<file path="config.mk">
export PLATFORM = sky130hd
export DESIGN_NAME = rr_arbiter_4
export DESIGN_NICKNAME = d
export VERILOG_FILES = /design/src/rtl/rr_arbiter_4.sv
export SDC_FILE = /design/constraint.sdc
export NUM_CORES = 1
export LEC_CHECK = 0
export ABC_AREA = 1
export CAP_MARGIN = 20
export CELL_PAD_IN_SITES_DETAIL_PLACEMENT = 1
export CELL_PAD_IN_SITES_GLOBAL_PLACEMENT = 1
export CORE_MARGIN = 1
export CORE_UTILIZATION = 33
export DETAILED_ROUTE_END_ITERATION = 7
export PLACE_DENSITY_LB_ADDON = 0.3
export SYNTH_ARGS = -nofsm -noshare
export SYNTH_HDL_FRONTEND = slang
export SYNTH_SLANG_ARGS = --single-unit
</file>
<file path="constraint.sdc">
create_clock -name clk -period 1.6 [get_ports clk]
set_input_delay 0.32 -clock clk [delete_from_list [all_inputs] [get_ports clk]]
set_output_delay 0.32 -clock clk [all_outputs]
set_load 0.05 [all_outputs]
</file>
<file path="src/rtl/rr_arbiter_4.sv">
// rtl/rr_arbiter_4.sv - four-way round-robin arbiter; optional hold timeout under ARB_TIMEOUT_EN
module rr_arbiter_4 #(
    parameter int TIMEOUT_CYCLES = 8
) (
    input  logic       clk,
    input  logic       reset,
    input  logic [3:0] req,
    input  logic       gnt_release,
    output logic       gnt_valid,
    output logic [1:0] gnt_idx,
    output logic       timeout
);

    typedef enum logic {IDLE, GRANT} state_t;

    state_t     state, state_next;
    logic [1:0] ptr, ptr_next;
    logic [1:0] idx_q, idx_next;
    logic [1:0] winner;
    logic [1:0] cand;
    logic       found;

    // First requester at or after ptr, wrapping 3 -> 0.
    always_comb begin
        winner = ptr;
        found  = 1'b0;
        cand   = ptr;
        for (int i = 0; i < 4; i++) begin
            cand = ptr + 2'(i);
            if (!found && req[cand]) begin
                winner = cand;
                found  = 1'b1;
            end
        end
    end

`ifdef ARB_TIMEOUT_EN
    logic [7:0] hold_cnt;
    logic       expire;
    logic       to_next;
    logic       timeout_q;

    assign expire  = (hold_cnt == 8'(TIMEOUT_CYCLES - 1));
    assign timeout = timeout_q;

    // Counts completed GRANT cycles; any IDLE cycle clears it before the next grant.
    always_ff @(posedge clk) begin
        if (reset || state != GRANT) begin
            hold_cnt <= '0;
        end else begin
            hold_cnt <= hold_cnt + 8'd1;
        end
    end
`else
    assign timeout = 1'b0;
`endif

    always_comb begin
        state_next = state;
        ptr_next   = ptr;
        idx_next   = idx_q;
`ifdef ARB_TIMEOUT_EN
        to_next    = 1'b0;
`endif
        case (state)
            IDLE: begin
                if (found) begin
                    state_next = GRANT;
                    idx_next   = winner;
                end
            end
            GRANT: begin
                // A voluntary end on the expiry edge takes precedence over the timeout.
                if (gnt_release || !req[idx_q]) begin
                    state_next = IDLE;
                    ptr_next   = idx_q + 2'd1;
`ifdef ARB_TIMEOUT_EN
                end else if (expire) begin
                    state_next = IDLE;
                    ptr_next   = idx_q + 2'd1;
                    to_next    = 1'b1;
`endif
                end
            end
            default: state_next = IDLE;
        endcase
    end

    always_ff @(posedge clk) begin
        if (reset) begin
            state <= IDLE;
            ptr   <= 2'b00;
            idx_q <= 2'b00;
`ifdef ARB_TIMEOUT_EN
            timeout_q <= 1'b0;
`endif
        end else begin
            state <= state_next;
            ptr   <= ptr_next;
            idx_q <= idx_next;
`ifdef ARB_TIMEOUT_EN
            timeout_q <= to_next;
`endif
        end
    end

    assign gnt_valid = (state == GRANT);
    assign gnt_idx   = idx_q;

endmodule

</file>
==> results.py, run 1 <==
metrics = {
    "layout": {
        "diodes": 0,
        "multi_input_area_um2": 399.1,
        "fin_nets": 118,
        "seqCellArea_um2": 102.6,
        "drive_gt1_share_pct": 41.82,
        "area.growth.synth_to_final_pct": 56.09,
        "final_core_util_pct": 55.75,
        "final.fill_count": 190,
    },
    "yosys": {
        "yosys_register_bits": 5,
        "synthCells": 85,
        "synth_edf_count": 0,
        "ys_top_cells_by_area": "dfxtp_1 (18%), nand2_1 (17%), nand2_4 (10%), nand3_1 (8.3%), nand2_2 (6.9%)",
        "syn_area_per_cell_um2": 6.403,
        "yosys_warnings": 0,
        "synth_common_cells": "nand2_1 (24), inv_1 (9), nand3_1 (9), a21oi_1 (6), nand2_2 (6)",
        "syn-cell-area_um2": 544.3,
        "synth_top_cell_by_area": "dfxtp_1",
        "syn-num-nets": 92,
        "ys_seq_area_share_pct": 18.39,
        "yosysMostFrequentCell": "nand2_1",
        "ys.flop_type": "dfxtp_1",
        "yosysUniqueCellTypes": 21,
        "async_flop_share_pct": 0,
        "synth_top_area_share_pct": 18.39,
    },
    "critical_path": {
        "critical-path-top-delay-family": "simple AND/OR/NAND/NOR gates",
        "cp-end-kind": "flip-flop",
        "required_ns": 1.75,
        "cp_max_fo": 8,
        "cp_cell_sequence": "buf_12, inv_6, nand2_1, nand3_2, nand2_2, inv_2, nor2_8, nand2_4, o21ai_4, inv_2, o21ai_1, nor2_1",
        "worst_path_max_delay_cell": "dfxtp_2",
        "max_stage_delay_ns": 0.34,
        "path_buf_inv": 4,
        "crit_top_cell": "inv_2",
        "worst-r2r-setup-slack_ns": 0.07,
        "worstSetupPathType": "flip-flop to flip-flop",
        "worstPathArrival_ns": 1.68,
        "startpoint_type": "flip-flop",
    },
    "floorplanning": {
        "io_pins": 11,
        "dieHeight_um": 42.61,
        "fp-row-count": 14,
        "die_w_um": 42.61,
        "start_util_pct": 35.71,
        "dieArea_um2": 1816,
        "core_area_um2": 1524,
    },
    "timing": {
        "slew_viol_final": 0,
        "fin_tns_setup_ns": 0,
        "rsz0062_at_grt": "true",
        "finClkSkew_ns": 0.007409,
        "layout_min_cycle_time_ns": 1.528,
        "hold_ws_ns": 0.5742,
        "setup_viol": 0,
        "finalHoldViolCount": 0,
        "finalCritPeriodShare_pct": 95.52,
        "fmax_ghz": 0.6543,
    },
    "global_routing": {
        "grt_pass1_wl_um": 2456,
        "grtUsageTotal_pct": 17.68,
        "grt_overflow": 0,
        "grt_antenna_before_repair": 0,
        "grt_max_degree": 10,
        "grt_pass1_vias": 574,
    },
    "clock_tree": {
        "cts_tree": "built",
        "clock_latency_ns": 0.25,
        "cts_root_buffer": "clkbuf_4",
        "numCtsBuffers": 3,
        "cts.sink_count": 5,
        "cts_buffer_depth": 2,
        "hold_buffers": 0,
        "path_clk_slew_ns": 0.05,
        "htreeDepth": 1,
    },
    "drt": {
        "avgViaCountPerCell": 4.873,
        "drt-wirelength-per-cell_um": 12.08,
        "drt-pass1-iter-count": 2,
        "num_vias": 614,
        "drtAntennaViolNets": 0,
        "routed_wl_um": 1522,
        "drcViolationCount": 0,
        "drt_iter0_drc": 5,
    },
    "power": {
        "power_density_nw_per_um2": 1983,
        "vdd_ir_drop_max_v": 0.0009372,
        "leakage_nw": 0.4663,
        "swShare_pct": 50.22,
        "p_int_uw": 838.7,
        "p_seq_share_pct": 15.1,
        "comb_power_share_pct": 75.7,
        "clkPwrFrac_pct": 9.2,
        "switchingPower_uw": 846.1,
        "p_total_mw": 1.685,
    },
    "min_path": {
        "hold_path.class": "flip-flop to flip-flop",
    },
    "placement": {
        "gp_congestion": 0.7432,
        "dp_hpwl_um": 1212,
        "port_buffers": 9,
    },
    "run": {
        "maxCapViolations": 0,
    },
    "run_status": {
        "status": "complete, no violations",
    },
}
## routing by layer
layer  part of all wire, %  vias up  global-route usage, %
li1                      -      321                      -
met1                    44      282                  21.88
met2                    52        9                  29.85
met3                   2.0        2                  1.724
met4                   1.2        0                  9.375
met5                     0        -                      0
## cells in the final DEF (no fill, tap or decap), types with 2 or more instances in the layout
cell type,instances
clkbuf_4,3
buf_4,13
nand2_1,22
nand2_4,5
dfxtp_2,2
nand3_2,3
dlymetal6s2s_1,4
o21ai_4,2
nor2_1,2
a21oi_1,6
nand2_2,8
buf_12,4
nand3_1,6
inv_2,3
o21ai_0,3
inv_1,9
o21ai_1,2
dfxtp_1,3
clkdlybuf4s50_1,2
## registers in the layout, indices dropped and copies added (netlist names)
signal / count
gnt_valid: 1
ptr: 2
gnt_idx: 2
## path summary, 6_finish.rpt
kind,endpoint,startpoint,cells past startpoint
worst max-delay path,gnt_idx[0]$_SDFFE_PP0P_,ptr[0]$_SDFFE_PP0P_,12
worst min-delay path,ptr[1]$_SDFFE_PP0P_,gnt_valid$_SDFF_PP0_,2
worst max register to register,gnt_idx[0]$_SDFFE_PP0P_,ptr[0]$_SDFFE_PP0P_,12
worst min register to register,ptr[1]$_SDFFE_PP0P_,gnt_valid$_SDFF_PP0_,2
## through the flow
stage,cells,setup WS [ns],area [µm²]
finish,126,0.07162,849.6
global route,126,-0.01755,849.6
CTS,123,0.02070,787.0
detailed placement,119,-0.2334,760.7
global placement,119,-0.1904,760.7
floorplan,85,0.1004,544.3
## layout make-up
| type | instances | area share [%] |
|---|---|---|
| Clock buffer | 4 | 3.093 |
| Inverter | 13 | 6.333 |
| Multi-Input combinational cell | 65 | 46.98 |
| Sequential cell | 5 | 12.08 |
| Tap cell | 16 | 2.356 |
| Timing Repair Buffer | 23 | 29.16 |
## repair_timing
| item | in CTS | in global routing |
|---|---|---|
| setup endpoints to repair | 0 | 3 |
| resized for setup | 0 | 12 |
| setup buffers | 0 | 3 |
## power groups by stage
stage / clock network [mW] / registers (mW) / logic, mW
4_1_cts: 0.167 / 0.248 / 1.19
3_5_place_dp: 0 / 0.250 / 1.19
3_3_place_gp: 0 / 0.244 / 1.16
5_1_grt: 0.165 / 0.260 / 1.39
6_report: 0.156 / 0.254 / 1.28
2_1_floorplan: 0 / 0.346 / 0.648
## kinds of logic after synthesis
logic type      Yosys count  share of synthesized area (%)
buf+inv                  15                          13.33
simple gates             49                          49.66
xor+xnor                  1                          1.609
other cells               1                         0.6890
flops                     5                          18.39
compound gates           14                          16.32
## worst register-to-register path: stages, from the launching register on
cell	delay (ns)
dfxtp_2	0.34
buf_12	0.12
inv_6	0.05
nand2_1	0.08
nand3_2	0.08
nand2_2	0.09
inv_2	0.07
nor2_8	0.14
nand2_4	0.06
o21ai_4	0.17
inv_2	0.07
o21ai_1	0.12
nor2_1	0.05
Note: power is estimated with default switching activity, not from simulation.
==> run 2, diff against run 1 <==
--- a/config.mk
+++ b/config.mk
@@ -16,3 +16,4 @@
 export SYNTH_ARGS = -nofsm -noshare
 export SYNTH_HDL_FRONTEND = slang
 export SYNTH_SLANG_ARGS = --single-unit
+export TNS_END_PERCENT = 30
==> results of run 2 <==
Same layout as run 1: the final DEF is identical, and so are final timing and power.
==> run 3, diff against run 2 <==
--- a/config.mk
+++ b/config.mk
@@ -12,7 +12,8 @@
 export CORE_MARGIN = 1
 export CORE_UTILIZATION = 33
 export DETAILED_ROUTE_END_ITERATION = 7
-export PLACE_DENSITY_LB_ADDON = 0.3
+export PLACE_DENSITY_LB_ADDON = 0.1
+export SKIP_LAST_GASP = 1
 export SYNTH_ARGS = -nofsm -noshare
 export SYNTH_HDL_FRONTEND = slang
 export SYNTH_SLANG_ARGS = --single-unit
==> run 3 against run 2 <==
  * Clock power down 3%
  * Clock-buffer cell count is the same
  * Sequential share of layout area up 0.21 points
  * First-iteration DRC count down 80%
  * Global-route usage fell by 0.37 points
  * Worst setup slack worse by 0.011 ns
  * Clock skew increased by 0.0041 ns
  * Sequential power shrank 9.1%
  * Die area is the same
  * Combinational power about the same
  * Worst hold slack improved by 0.0034 ns
  * Via count shrank 5.4%
  * Critical path type unchanged
  * Largest power group unchanged
==> results.py, run 3 (same netlist as run 1, synthesis figures left out) <==
metrics = {
    "timing": {
        "finalHoldViolCount": 0,
        "fmax_ghz": 0.6496,
        "finalCritPeriodShare_pct": 96.22,
        "finClkSkew_ns": 0.01151,
        "layout_min_cycle_time_ns": 1.540,
        "slew_viol_final": 0,
        "setup_viol": 0,
        "fin_tns_setup_ns": 0,
    },
    "min_path": {
        "hold_path.class": "flip-flop to flip-flop",
        "whs_path_depth": 2,
    },
    "critical_path": {
        "startpoint_type": "flip-flop",
        "cp-end-kind": "flip-flop",
        "crit_end": "gnt_idx[1]$_SDFFE_PP0P_",
        "worstSetupPathType": "flip-flop to flip-flop",
        "cp_max_fo": 7,
        "r2r_start": "ptr[0]$_SDFFE_PP0P_",
        "r2r_end": "gnt_idx[1]$_SDFFE_PP0P_",
        "startpoint": "ptr[0]$_SDFFE_PP0P_",
        "worstPathArrival_ns": 1.72,
        "required_ns": 1.79,
        "r2r_cells": 12,
        "worst-r2r-setup-slack_ns": 0.06,
    },
    "global_routing": {
        "grt_antenna_before_repair": 0,
        "grt_pass1_wl_um": 2408,
        "grt_pass1_vias": 566,
        "grt_max_degree": 8,
        "grtUsageTotal_pct": 17.31,
        "grt_overflow": 0,
    },
    "floorplanning": {
        "die_w_um": 42.61,
        "fp-row-count": 14,
        "dieArea_um2": 1816,
        "start_util_pct": 35.71,
        "io_pins": 11,
        "dieHeight_um": 42.61,
        "core_area_um2": 1524,
    },
    "power": {
        "vdd_ir_drop_max_v": 0.001159,
        "leakage_nw": 0.4500,
        "power_density_nw_per_um2": 1990,
    },
    "placement": {
        "gp_congestion": 0.7880,
        "port_buffers": 9,
        "dp_hpwl_um": 1172,
        "placed_cells": 118,
    },
    "clock_tree": {
        "clock_latency_ns": 0.25,
        "cts_tree": "built",
        "path_clk_slew_ns": 0.05,
        "cts_root_buffer": "clkbuf_4",
        "numCtsBuffers": 3,
        "hold_buffers": 0,
        "cts_buffer_depth": 2,
        "cts.sink_count": 5,
        "htreeDepth": 1,
    },
    "layout": {
        "layout_commonest_cell": "nand2_1",
        "final_cell_mix": "nand2_1 (23), inv_1 (9), buf_4 (9), nand2_2 (7), nand3_1 (7)",
        "fin_nets": 115,
        "drive_gt1_share_pct": 38.32,
        "area.growth.synth_to_final_pct": 51.49,
        "fin_cells": 123,
        "final.fill_count": 206,
        "diodes": 0,
    },
    "run": {
        "maxCapViolations": 0,
    },
    "drt": {
        "drt_iter0_drc": 1,
        "routed_wl_um": 1408,
        "drcViolationCount": 0,
        "drt-wirelength-per-cell_um": 11.45,
        "avgViaCountPerCell": 4.724,
        "drtAntennaViolNets": 0,
        "num_vias": 581,
        "drt-pass1-iter-count": 4,
    },
    "run_status": {
        "status": "complete, no violations",
    },
}
-- run 3: final cells by class --
class	count	area [µm²]	share of cell area, %
Multi-Input combinational cell	65	402.9	48.86
Timing Repair Buffer	20	220.2	26.71
Sequential cell	5	101.3	12.29
Inverter	13	53.80	6.525
Clock buffer	4	26.28	3.187
Tap cell	16	20.02	2.428
-- run 3: worst min-delay path by stage --
stage / end / startpoint / slack [ns]
floorplan: gnt_idx[1]$_SDFFE_PP0P_ / reset / 0.46
global placement: ptr[1]$_SDFFE_PP0P_ / gnt_valid$_SDFF_PP0_ / 0.58
detailed placement: ptr[1]$_SDFFE_PP0P_ / gnt_valid$_SDFF_PP0_ / 0.59
CTS: ptr[1]$_SDFFE_PP0P_ / gnt_valid$_SDFF_PP0_ / 0.59
global route: ptr[0]$_SDFFE_PP0P_ / ptr[0]$_SDFFE_PP0P_ / 0.61
finish: ptr[1]$_SDFFE_PP0P_ / gnt_valid$_SDFF_PP0_ / 0.58
-- run 3: per-stage QoR --
step                hold slack, ns  area (µm²)  worst slack (ns)  power (mW)  utilization, %
finish                      0.5776       824.5           0.06047       1.640           54.11
global route                0.6138       824.5          -0.01927       1.772           54.11
CTS                         0.5864       767.0           0.04271       1.567           50.33
detailed placement          0.5860       740.7           -0.2108       1.406           48.60
global placement            0.5796       740.7           -0.1849       1.384           48.60
floorplan                   0.4649       544.3            0.1004      0.9935               -
-- run 3: critical path, stage by stage, from the launching register on --
cell	delay, ns
dfxtp_2	0.31
buf_4	0.16
nand2_1	0.09
nand3_1	0.10
nand2_2	0.10
inv_2	0.06
nor2_8	0.14
nand2_4	0.07
o21ai_4	0.17
inv_2	0.07
nand3_1	0.09
nand2_1	0.07
inv_1	0.05
-- run 3: layer usage --
layer  part of all wire [%]  vias up  GRT usage (%)
li1                       -      312              -
met1                     49      263          22.60
met2                     49        6          28.92
met3                    1.3        0          5.172
met4                      0        0          1.875
met5                      0        -              0
-- run 3: power breakdown --
part	total [mW]	switching [mW]	internal, mW
Sequential	0.231	0.0541	0.177
Clock	0.151	0.0565	0.0946
Combinational	1.26	0.725	0.533
-- run 3: what timing repair did --
item                       4_1_cts  5_1_grt
resized for setup                0       13
buffers inserted                 0        1
setup endpoints to repair        0        3
